`config.mk`:
```
export PLATFORM = sky130hd
export DESIGN_NAME = audio_i2s_transmitter_flat
export DESIGN_NICKNAME = d
export VERILOG_FILES = /design/src/rtl/audio_i2s_transmitter_pkg.sv /design/src/rtl/audio_i2s_transmitter_if.sv /design/src/rtl/audio_i2s_transmitter_clock_gen.sv /design/src/rtl/audio_i2s_transmitter.sv /design/src/flat_wrapper.sv
export SDC_FILE = /design/constraint.sdc
export NUM_CORES = 1
export LEC_CHECK = 0
export BUFFER_PORTS_ARGS = -buffer_cell sky130_fd_sc_hd__buf_2
export CAP_MARGIN = 20
export CORE_UTILIZATION = 60
export CTS_CLUSTER_SIZE = 40
export DETAILED_ROUTE_END_ITERATION = 10
export PLACE_DENSITY = 0.82
export SLEW_MARGIN = 20
export SYNTH_ARGS = -nofsm -noshare
export SYNTH_HDL_FRONTEND = slang
export SYNTH_HIERARCHICAL = 1
export SYNTH_SLANG_ARGS = --single-unit
```
`constraint.sdc`:
```
create_clock -name clk -period 4.8 [get_ports clk]
set_input_delay 0.48 -clock clk [delete_from_list [all_inputs] [get_ports clk]]
set_output_delay 0.48 -clock clk [all_outputs]
set_load 0.1 [all_outputs]
```
`src/rtl/audio_i2s_transmitter_pkg.sv`:
```
// Shared definitions for the I2S transmitter: channel encoding and default sample width.
package audio_i2s_transmitter_pkg;

    localparam int DEFAULT_WORD_BYTES = 2;

    typedef enum logic {
        CH_LEFT  = 1'b0,
        CH_RIGHT = 1'b1
    } channel_t;

endpackage

```
`src/rtl/audio_i2s_transmitter_if.sv`:
```
// AXI-stream style sample handshake between a sample source (master) and the transmitter (slave).
interface audio_i2s_transmitter_if #(
    parameter int W = 16
) ();
    logic         tvalid;
    logic         tready;
    logic [W-1:0] tdata;

    modport master (output tvalid, output tdata, input tready);
    modport slave  (input tvalid, input tdata, output tready);
endinterface

```
`src/rtl/audio_i2s_transmitter_clock_gen.sv`:
```
// BCLK/LRCLK generator: divides clk into BCLK, counts bits within a slot and
// flags each BCLK falling edge and the first falling edge of every slot.
module audio_i2s_transmitter_clock_gen #(
    parameter int BCLK_DIV = 4,
    parameter int W        = 16
) (
    input  logic clk,
    input  logic reset,
    output logic bclk,
    output logic lrclk,
    output logic fe_strobe,
    output logic slot_start
);
    localparam int CW = (BCLK_DIV > 1) ? $clog2(BCLK_DIV) : 1;
    localparam int KW = $clog2(W);

    logic [CW-1:0] div_cnt;
    logic [KW-1:0] bit_idx;
    logic          term;

    assign term       = (div_cnt == CW'(BCLK_DIV - 1));
    // The cycle in which bclk is about to go 1->0.
    assign fe_strobe  = term & bclk;
    assign slot_start = fe_strobe & (bit_idx == '0);

    // NOTE: sequential state uses non-blocking assignments so every register
    // samples the pre-edge values of the others, independent of statement order.
    always_ff @(posedge clk) begin
        if (reset) begin
            div_cnt <= '0;
            bit_idx <= '0;
            bclk    <= 1'b0;
            lrclk   <= 1'b1;
        end else begin
            if (term) begin
                div_cnt <= '0;
                bclk    <= ~bclk;
            end else begin
                div_cnt <= div_cnt + 1'b1;
            end
            if (fe_strobe) begin
                bit_idx <= (bit_idx == KW'(W - 1)) ? '0 : bit_idx + 1'b1;
                if (bit_idx == '0)
                    lrclk <= ~lrclk;
            end
        end
    end
endmodule

```
`src/rtl/audio_i2s_transmitter.sv`:
```
// Philips I2S transmitter (clock master) fed by a one-word AXI-stream buffer.
// Define AUDIO_I2S_TX_HOLD_LAST_EN to repeat each channel's last word on underrun.
module audio_i2s_transmitter
    import audio_i2s_transmitter_pkg::*;
#(
    parameter int WORD_BYTES = DEFAULT_WORD_BYTES,
    parameter int BCLK_DIV   = 4
) (
    input  logic                          clk,
    input  logic                          reset,
    audio_i2s_transmitter_if.slave        axis,
    output logic                          bclk,
    output logic                          lrclk,
    output logic                          sdata,
    output logic                          underrun
);
    localparam int W = 8 * WORD_BYTES;

    logic         fe_strobe;
    logic         slot_start;
    logic [W-1:0] buffer;
    logic         buf_full;
    logic         buf_full_next;
    logic         tready_q;
    logic         transfer;
    logic [W-1:0] shifter;
    logic [W-1:0] next_word;

    audio_i2s_transmitter_clock_gen #(
        .BCLK_DIV (BCLK_DIV),
        .W        (W)
    ) u_clock_gen (
        .clk        (clk),
        .reset      (reset),
        .bclk       (bclk),
        .lrclk      (lrclk),
        .fe_strobe  (fe_strobe),
        .slot_start (slot_start)
    );

    assign axis.tready = tready_q;
    assign transfer    = axis.tvalid & tready_q;

`ifdef AUDIO_I2S_TX_HOLD_LAST_EN
    channel_t     slot_ch;
    logic [W-1:0] hold_q [2];

    // lrclk toggles on the slot-start edge, so the incoming slot is its inverse.
    assign slot_ch = channel_t'(~lrclk);
`endif

    // NOTE: every combinational output gets a default before any conditional
    // override, so no path leaves it unassigned and no latch is inferred.
    always_comb begin
        next_word = '0;
`ifdef AUDIO_I2S_TX_HOLD_LAST_EN
        next_word = hold_q[slot_ch];
`endif
        if (buf_full)
            next_word = buffer;

        buf_full_next = buf_full;
        if (slot_start && buf_full)
            buf_full_next = 1'b0;
        else if (transfer)
            buf_full_next = 1'b1;
    end

    always_ff @(posedge clk) begin
        if (reset) begin
            buffer   <= '0;
            buf_full <= 1'b0;
            tready_q <= 1'b0;
            shifter  <= '0;
            sdata    <= 1'b0;
            underrun <= 1'b0;
        end else begin
            buf_full <= buf_full_next;
            tready_q <= ~buf_full_next;
            if (transfer)
                buffer <= axis.tdata;
            underrun <= slot_start & ~buf_full;
            // MSB of the shifter is always the next bit out; at slot start it is
            // still the previous word's LSB, giving the one-BCLK I2S delay.
            if (fe_strobe) begin
                sdata   <= shifter[W-1];
                shifter <= slot_start ? next_word : {shifter[W-2:0], 1'b0};
            end
        end
    end

`ifdef AUDIO_I2S_TX_HOLD_LAST_EN
    // NOTE: the hold registers are plain flops that must read as silence after
    // reset, so unlike a RAM they are cleared explicitly element by element.
    always_ff @(posedge clk) begin
        if (reset) begin
            for (int i = 0; i < 2; i++)
                hold_q[i] <= '0;
        end else if (slot_start) begin
            hold_q[slot_ch] <= next_word;
        end
    end
`endif
endmodule

```
`src/flat_wrapper.sv`:
```
// flat-port wrapper written by rule: the top's interface ports become plain ports
module audio_i2s_transmitter_flat import audio_i2s_transmitter_pkg::*;
#(
    parameter int WORD_BYTES = DEFAULT_WORD_BYTES,
    parameter int BCLK_DIV   = 4
)
  (clk, reset, bclk, lrclk, sdata, underrun, axis_tvalid, axis_tdata, axis_tready);
  audio_i2s_transmitter_if #(.W((16))) axis_i ();
  input  logic clk;
  input  logic reset;
  output logic bclk;
  output logic lrclk;
  output logic sdata;
  output logic underrun;
  input wire logic [$bits(axis_i.tvalid)-1:0] axis_tvalid;
  input wire logic [$bits(axis_i.tdata)-1:0] axis_tdata;
  output wire logic [$bits(axis_i.tready)-1:0] axis_tready;
  assign axis_i.tvalid = axis_tvalid;
  assign axis_i.tdata = axis_tdata;
  assign axis_tready = axis_i.tready;
  audio_i2s_transmitter #(.WORD_BYTES(WORD_BYTES), .BCLK_DIV(BCLK_DIV)) u_core (.clk(clk), .reset(reset), .axis(axis_i), .bclk(bclk), .lrclk(lrclk), .sdata(sdata), .underrun(underrun));
endmodule
```
== After elaboration in Yosys (flattened, before gate mapping) ==
Index checks and enable logic that the tools add are counted.

* Register bits: 44
* Latch bits: 0
* Bits in writable memories: 0
* ROM bits: 0
* Input bits: 19
* Output and inout bits: 5
* Word-level logic and storage cells: 31
* Memories: 0

* $add $sub $neg: 2
* Multipliers: 0
* Div/mod/pow operators: 0
* $lt $le $gt $ge: 0
* Equal/unequal tests: 2
* Shifts and indexed selects: 0
* Muxes and demuxes: 5
* Bitwise logic cells: 8
* Reductions and logical operators: 4

{| class="wikitable"
|+ Operator list
! kind !! count
|-
| $mux W16 || 2
|-
| $add A4 B1 Y4 const B || 1
|-
| $and A1 B1 Y1 || 4
|-
| $eq A4 B4 Y1 const B || 1
|-
| $logic_not A4 Y1 || 1
|-
| $mux W4 || 1
|-
| $not A1 Y1 || 4
|-
| $add A2 B1 Y2 const B || 1
|-
| $eq A2 B2 Y1 const B || 1
|-
| $mux W1 || 2
|-
| $reduce_and A2 Y1 || 1
|-
| $reduce_or A2 Y1 || 1
|-
| $logic_and A1 B1 Y1 || 1
|}

== Depth between registers and ports, before layout ==
Gate-level depths: netlist of run 1.

* Word-level depth: 6
* Mapped depth: 8
* Depth with buffers taken out: 5

== By module ==
Netlist of run 1, hierarchy kept.

{| class="wikitable"
|+ By module, submodules not included
! module !! times used !! cells each !! area an instance (µm²) !! seq. area each (µm²)
|-
| audio_i2s_transmitter || 1 || 175 || 1,687.9 || 720.7
|-
| audio_i2s_transmitter_clock_gen || 1 || 39 || 364.1 || 160.2
|}

== Least setup slack after synthesis of run 1 ==
Ideal clock, no wire load.

* Kind: flip-flop to flip-flop
* From: register u_core.u_clock_gen.bclk
* To: register u_core.shifter[10]
* Library setup time: 0.088 ns
* Arrival: 2.229 ns
* Required time: 4.712 ns
* Setup slack: 2.483 ns
* Stages on the path, launching flop included: 6
* Path buffers: 1
* Period minus slack after synthesis: 2.317 ns
* Path through: dfxtp_1 -> nand2_2 -> nor4b_2 -> buf_4 -> nand3_1 -> a311oi_2

* Word-level cells in the longest chain between the ends: 3

{| class="wikitable"
|+ RTL lines
! item !! RTL line !! RTL
|-
| start, declared || audio_i2s_transmitter_clock_gen.sv:9 || <nowiki>output logic bclk,</nowiki>
|-
| start signal, assigned || audio_i2s_transmitter_clock_gen.sv:37 || <nowiki>bclk <= ~bclk;</nowiki>
|-
| $and A1 B1 Y1 || audio_i2s_transmitter_clock_gen.sv:23 || <nowiki>assign fe_strobe = term & bclk;</nowiki>
|-
| $and A1 B1 Y1 || audio_i2s_transmitter_clock_gen.sv:24 || <nowiki>assign slot_start = fe_strobe & (bit_idx == '0);</nowiki>
|-
| net u_core.slot_start || audio_i2s_transmitter.sv:20 || <nowiki>logic slot_start;</nowiki>
|-
| $mux W16 || audio_i2s_transmitter.sv:87 || <nowiki>shifter <= slot_start ? next_word : {shifter[W-2:0], 1'b0};</nowiki>
|-
| end signal, assigned || audio_i2s_transmitter.sv:87 ||
|-
| end, declared || audio_i2s_transmitter.sv:26 || <nowiki>logic [W-1:0] shifter;</nowiki>
|}

The timed path passes the listed nets, and every way through them passes these cells.
A chain may end at the register's enable or synchronous reset.

== Worst setup path in the final report of run 1 ==
* From: register u_core.tready_q, in the netlist u_core/axis.tready
* To: output axis_tready

{| class="wikitable"
|+ RTL lines
! item !! RTL line !! RTL
|-
| start, declared || audio_i2s_transmitter.sv:24 || <nowiki>logic tready_q;</nowiki>
|-
| start signal, assigned || audio_i2s_transmitter.sv:79 || <nowiki>tready_q <= ~buf_full_next;</nowiki>
|-
| end, declared || flat_wrapper.sv:17 || <nowiki>output wire logic [$bits(axis_i.tready)-1:0] axis_tready;</nowiki>
|}

No word-level cell between the ends.

==> reports/metrics.yaml, run 1 <==
crit_fanout: 34
grt_antenna_before_repair: 0
ir_drop_mv: 0.284
p_sw_share_pct: 25.6
async_flop_share_pct: 0
clkPwrFrac_pct: 33.6
min_path_type: "in -> reg"
start_util_pct: 65.1
numPortBuffers: 23
pwr_density_cell_mw_per_mm2: 316
synth_area_leader_cell: "dfxtp_1"
drive_above_1_share_pct: 28.7
post_cts_buffers: 0
dieArea_mm2: 0.00366
ant_nets: 0
status: "finished, final reports clean"
setup-tns-final_ns: 0
power_frac_comb_pct: 8.7
totalWireLength_um: 3900
critical-path-max-stage-delay_ns: 0.73
die_h_um: 60.5
yosysWarnings: 6
clk_pin_slew_ns: 0.13
insertedDiodeCount: 0
synth_ff_type: "dfxtp_1"
synth_seq_area_share_pct: 42.9
dp_hpwl_um: 2440
cp-start-kind: "register"
drtIter0Drc: 60
cts_sinks: 44
core_mm2: 0.00315
max_cap_viol_count: 0
avgSynthCellArea_um2: 9.59
cts_inserted_buffers: 5
end_kind: "output pin"
placedCellCount: 259
firstDrtPassIters: 4
reg2reg_slack_ns: 2.87
crit_slowest_cell: "dfxtp_2"
internal_power_uw: 510
instances_no_fill: 267
grt_pass1_vias: 1452
cp_top_family: "flip-flops"
overflow: 0
synth_top_area_share_pct: 42.9
synth_common_cells: "dfxtp_1 (44), nand3_1 (34), a21oi_1 (22)"
period_share_pct: 43.9
die_w_um: 60.5
ys_seq_elements: 44
crit_buf_inv: 1
clock_path_buffers: 2
synthCells: 214
htree_levels: 2
p_leak_uw: 0.000720
gp_congestion: 0.824
crit_chain: "buf_2"
cp_data_arrival_time_ns: 1.63
critPathKind: "reg -> out"
row_count: 20
fill_cells: 262
setup_violations: 0
clock_skew_ns: 0.00403
viasPerCell: 5.81
synth_most_common_cell: "dfxtp_1"
regArea_um2: 882
finalCriticalPeriod_ns: 2.11
finalHoldViolCount: 0
crit_required_ns: 4.32
p_seq_share_pct: 57.7
hold_buffers: 0
syn-num-nets: 236
synth-edff-count: 0
drc: 0
p_sw_uw: 176
cts_resized: 0
worst_slew_pin_slew_ns: 0.912
clockRootBuffer: "clkbuf_4"
grt_pass1_wl_um: 6300
syn_area_mm2: 0.00205
yosys-top-cells-area: "dfxtp_1 (43%), a311oi_2 (10%), nand3_1 (8.3%)"
vias: 1550
ios: 24
rsz0062_at_grt: "false"
maxSlewViolCount: 0
slew_headroom_pct: 39.2
grt_use_total_pct: 23.4
area_growth_pct: 5.85
multi_input_area_mm2: 0.00102
max_freq_mhz: 474
cts_tree: "built"
avgRoutedWirePerCell_um: 14.6
grt_max_degree: 46
clock_latency_ns: 0.35
yosysUniqueCellTypes: 31
fin_nets: 244
## path summary, 6_finish.rpt
path	from	endpoint	cells past startpoint
hold / removal	axis_tdata[3]	u_core/buffer[3]	3
setup reg to reg	u_core/u_clock_gen/div_cnt[0]	u_core/shifter[13]	6
hold reg to reg	u_core/u_clock_gen/div_cnt[0]	u_core/u_clock_gen/div_cnt[0]	1
setup / recovery	u_core/axis.tready	axis_tready	1
## layer usage
metal,share of wire (%),vias to the layer above,GRT usage (%)
met4,0.54,0,7.47
met5,0,-,0
met3,3.6,2,7.68
met2,50,28,39.6
li1,-,774,-
met1,46,746,28.1
## power groups by stage
stage | Clock, uW | Sequential [uW] | Combinational (uW)
CTS | 235 | 395 | 60.0
floorplan | 0 | 402 | 51.5
finish | 230 | 396 | 59.9
global placement | 0 | 402 | 57.0
global route | 252 | 398 | 65.1
detailed placement | 0 | 403 | 59.9
## tightest hold or removal path, stage by stage
cell and delay, ns:
buf_2 0.09, nand3_1 0.05, a21oi_1 0.05
## cells by family (layout without fill, tap and decap cells)
family | Yosys count | in the layout | share of synthesized area [%]
adder cells (fa/ha/maj) | 3 | 3 | 1.83
AND/OR/NAND/NOR | 82 | 82 | 21.1
flip-flops | 44 | 44 | 42.9
buffers and inverters | 26 | 35 | 7.74
AO/OA/AOI/OAI | 55 | 55 | 24.6
multiplexers | 2 | 2 | 0.976
XOR/XNOR | 2 | 2 | 0.854
## flip-flops by register name (all words and copies together), names as in the netlist
name and cells:
u_core/u_clock_gen/div_cnt 2, u_core/sdata 1, u_core/underrun 1, u_core/shifter 16
u_core/u_clock_gen/bclk 1, u_core/buffer 16, u_core/u_clock_gen/bit_idx 4, u_core/u_clock_gen/lrclk 1
u_core/axis.tready 1, u_core/buf_full 1
## through the flow
stage	util, %	cell area (um^2)	hold WS (ns)	total power, uW	worst slack, ns
final	68.9	2170	0.356	686	2.69
after global routing	68.9	2170	0.332	715	2.59
after CTS	68.8	2170	0.347	690	2.29
after detailed placement	66.3	2090	0.416	463	2.62
after global placement	66.3	2090	0.411	459	2.77
after floorplan	-	2050	0.404	454	2.48
## cell usage in the layout (no fill, tap or decap), drive strengths merged
cell,synthesis,layout
a21oi,22,22
a21bo,16,16
nand2,3,3
ha,3,3
mux2i,2,2
a311o,1,1
nand3b,1,1
nand2b,17,17
dfxtp,44,44
clkinv,0,1
nor2b,1,1
nor3,1,1
xor2,1,1
buf,20,24
nand4,1,1
nor4b,1,1
clkinvlp,0,1
xnor2,1,1
o21ai,1,1
or4,1,1
bufinv,0,1
nand3,34,34
and3b,1,1
nor2,19,19
clkbuf,3,5
inv,3,3
a311oi,15,15
nor3b,2,2
## final cells by class
class	instances	area share [%]
Multi-Input combinational cell	144	47.0
Sequential cell	44	40.6
Clock inverter	3	1.96
Clock buffer	5	1.73
Timing Repair Buffer	24	5.65
Inverter	3	0.518
Tap cell	44	2.53
No activity file was read; power rests on OpenSTA's default activity.
==> run 2, diff against run 1 <==
--- a/config.mk
+++ b/config.mk
@@ -7,10 +7,10 @@
 export LEC_CHECK = 0
 export BUFFER_PORTS_ARGS = -buffer_cell sky130_fd_sc_hd__buf_2
 export CAP_MARGIN = 20
-export CORE_UTILIZATION = 60
+export CORE_UTILIZATION = 51
 export CTS_CLUSTER_SIZE = 40
 export DETAILED_ROUTE_END_ITERATION = 10
-export PLACE_DENSITY = 0.82
+export PLACE_DENSITY = 0.74
 export SLEW_MARGIN = 20
 export SYNTH_ARGS = -nofsm -noshare
 export SYNTH_HDL_FRONTEND = slang
==> constraint.sdc (replaced) <==
create_clock -name clk -period 1.8 [get_ports clk]
set_input_delay 0.18 -clock clk [delete_from_list [all_inputs] [get_ports clk]]
set_output_delay 0.18 -clock clk [all_outputs]
set_load 0.1 [all_outputs]
==> run 2 against run 1 <==
Combinational power grew to 3.5 times the previous value. Worst hold slack worse by 0.22 ns. Via count increased by 0.65%. Total power rose to 2.7 times the previous value. Final area is 5.4% higher. Utilization down 8.2 points. Sequential power rose to 2.6 times the previous value. Wire length decreased by 8.6%. Critical endpoint is now u_core/shifter[12]. Highest routed layer unchanged.
==> reports/metrics.yaml, run 2 (synthesized netlist as in run 1, its figures left out) <==
clock_latency_ns: 0.28  # was 0.35 ns
dieArea_mm2: 0.00428  # was 0.00366 mm^2
power_uw: 1860  # was 686 uW
setup_slack_ns: 0.184  # was 2.69 ns
insertedDiodeCount: 0  # unchanged
numPortBuffers: 23  # unchanged
overflow: 0  # unchanged
core_mm2: 0.00377  # was 0.00315 mm^2
gp_congestion: 0.698  # was 0.824
critPathKind: "reg -> reg"  # was reg -> out
crit_fanout: 21  # was 34
dp_slack_ns: 0.166  # was 2.62 ns
start_util_pct: 54.4  # was 65.1%
cts_tree: "built"  # unchanged
min_path_type: "in -> reg"  # unchanged
fin_nets: 252  # was 244
rsz0062_at_grt: "false"  # unchanged
period_share_pct: 89.8
setup-tns-final_ns: 0  # unchanged
end_kind: "register"  # was output pin
grt_max_degree: 35  # was 46
layout_common_cells: "dfxtp_1 (43), nand3_1 (34), buf_2 (22), a21oi_1 (22), nor2_1 (19)"  # was dfxtp_1 (43), nand3_1 (34), buf_2 (23)
avgRoutedWirePerCell_um: 12.8  # was 14.6 um
grt_pass1_wl_um: 6330  # was 6300 um
area_growth_pct: 11.6  # was 5.85%
hold_buffers: 0  # unchanged
die_w_um: 65.4  # was 60.5 um
max_cap_viol_count: 0  # unchanged
final_util_pct: 60.7  # was 68.9%
dp_hpwl_um: 2260  # was 2440 um
clock_skew_ns: 0.00551  # was 0.00403 ns
final_common_cell: "dfxtp_1"  # unchanged
post_cts_buffers: 0  # unchanged
status: "finished, final reports clean"  # unchanged
cp_data_arrival_time_ns: 1.82  # was 1.63 ns
grt_antenna_before_repair: 0  # unchanged
maxSlewViolCount: 0  # unchanged
finalHoldViolCount: 0  # unchanged
firstDrtPassIters: 5  # was 4
ant_nets: 0  # unchanged
cp-start-kind: "register"  # unchanged
cp_top_family: "simple AND/OR/NAND/NOR gates"  # was flip-flops
htree_levels: 2  # unchanged
placedCellCount: 271  # was 259
totalWireLength_um: 3570  # was 3900 um
grt_pass1_vias: 1438  # was 1452
ir_drop_mv: 0.520  # was 0.284 mV
setup_violations: 0  # unchanged
drc: 0  # unchanged
finalCriticalPeriod_ns: 1.62
reg_top3: "u_core/buffer: 16 flops, u_core/shifter: 16 flops, u_core/u_clock_gen/bit_idx: 4 flops"  # unchanged
die_h_um: 65.4  # was 60.5 um
ios: 24  # unchanged
row_count: 22  # was 20
slew_headroom_pct: 56.5  # was 39.2%
drive_above_1_share_pct: 29.9  # was 28.7%
grt_use_total_pct: 19.0  # was 23.4%
crit_buf_inv: 1  # unchanged
crit_slowest_cell: "dfxtp_1"  # was dfxtp_2
pwr_density_cell_mw_per_mm2: 812  # was 316 mW/mm^2
instances_no_fill: 279  # was 267
worst_slew_pin_slew_ns: 0.652  # was 0.912 ns
drtIter0Drc: 45  # was 60
cts_resized: 0  # unchanged
crit_chain: "ha_1 -> nand2_2 -> nor4b_4 -> buf_4 -> nand3_1 -> a311oi_2"  # was buf_2
clk_pin_slew_ns: 0.08  # was 0.13 ns
cts_sinks: 44  # unchanged
cts_inserted_buffers: 5  # unchanged
vias: 1560  # was 1550
critical-path-max-stage-delay_ns: 0.34  # was 0.73 ns
crit_required_ns: 2.00  # was 4.32 ns
clockRootBuffer: "clkbuf_8"  # was clkbuf_4
p_leak_uw: 0.000780  # was 0.000720 uW
clock_path_buffers: 2  # unchanged
viasPerCell: 5.59  # was 5.81
max_freq_mhz: 619
==> run 2: final cells by class <==
class / instances / area [um^2]
inverter: 3 / 11.3
fill: 339 / 1480
sequential: 44 / 885
tap: 48 / 60.1
clock buffer: 8 / 90.1
multi-input combinational: 144 / 1020
timing repair buffer: 32 / 223
==> run 2: worst paths after layout <==
| check | cells past startpoint | endpoint | slack (ns) | from |
|---|---|---|---|---|
| setup / recovery | 6 | u_core/shifter[12] | 0.18 | u_core/u_clock_gen/div_cnt[0] |
| hold / removal | 3 | u_core/buffer[13] | 0.14 | axis_tdata[13] |
| setup reg to reg | 6 | u_core/shifter[12] | 0.18 | u_core/u_clock_gen/div_cnt[0] |
| hold reg to reg | 1 | u_core/u_clock_gen/div_cnt[0] | 0.44 | u_core/u_clock_gen/div_cnt[0] |
==> run 2: worst reg2reg max path, stage by stage (launching register included) <==
cell and delay [ns]:
dfxtp_1 0.34, ha_1 0.19, nand2_2 0.11, nor4b_4 0.28
buf_4 0.25, nand3_1 0.12, a311oi_2 0.25
==> run 2: routing by layer <==
layer | part of all wire (%) | track usage, % | wire (um) | vias up
met1 | 49 | 26.2 | 1740 | 731
met4 | 0.76 | 7.34 | 27 | 0
met5 | 0 | 0 | 0 | -
met3 | 3.6 | 3.65 | 130 | 2
met2 | 47 | 29.3 | 1670 | 32
li1 | - | - | - | 795
==> run 2: metrics by stage <==
step	hold WS (ns)	area, um^2
6_report	0.137	2290
2_1_floorplan	0.327	2060
5_1_grt	0.140	2290
3_3_place_gp	0.413	2200
3_5_place_dp	0.429	2200
4_1_cts	0.126	2290
==> run 2: power breakdown <==
part	internal (uW)	total [uW]	switching, uW	leakage [uW]
logic	87.3	207	120	0.000376
registers	1010	1030	26.5	0.000358
clock network	313	620	307	0.0000455
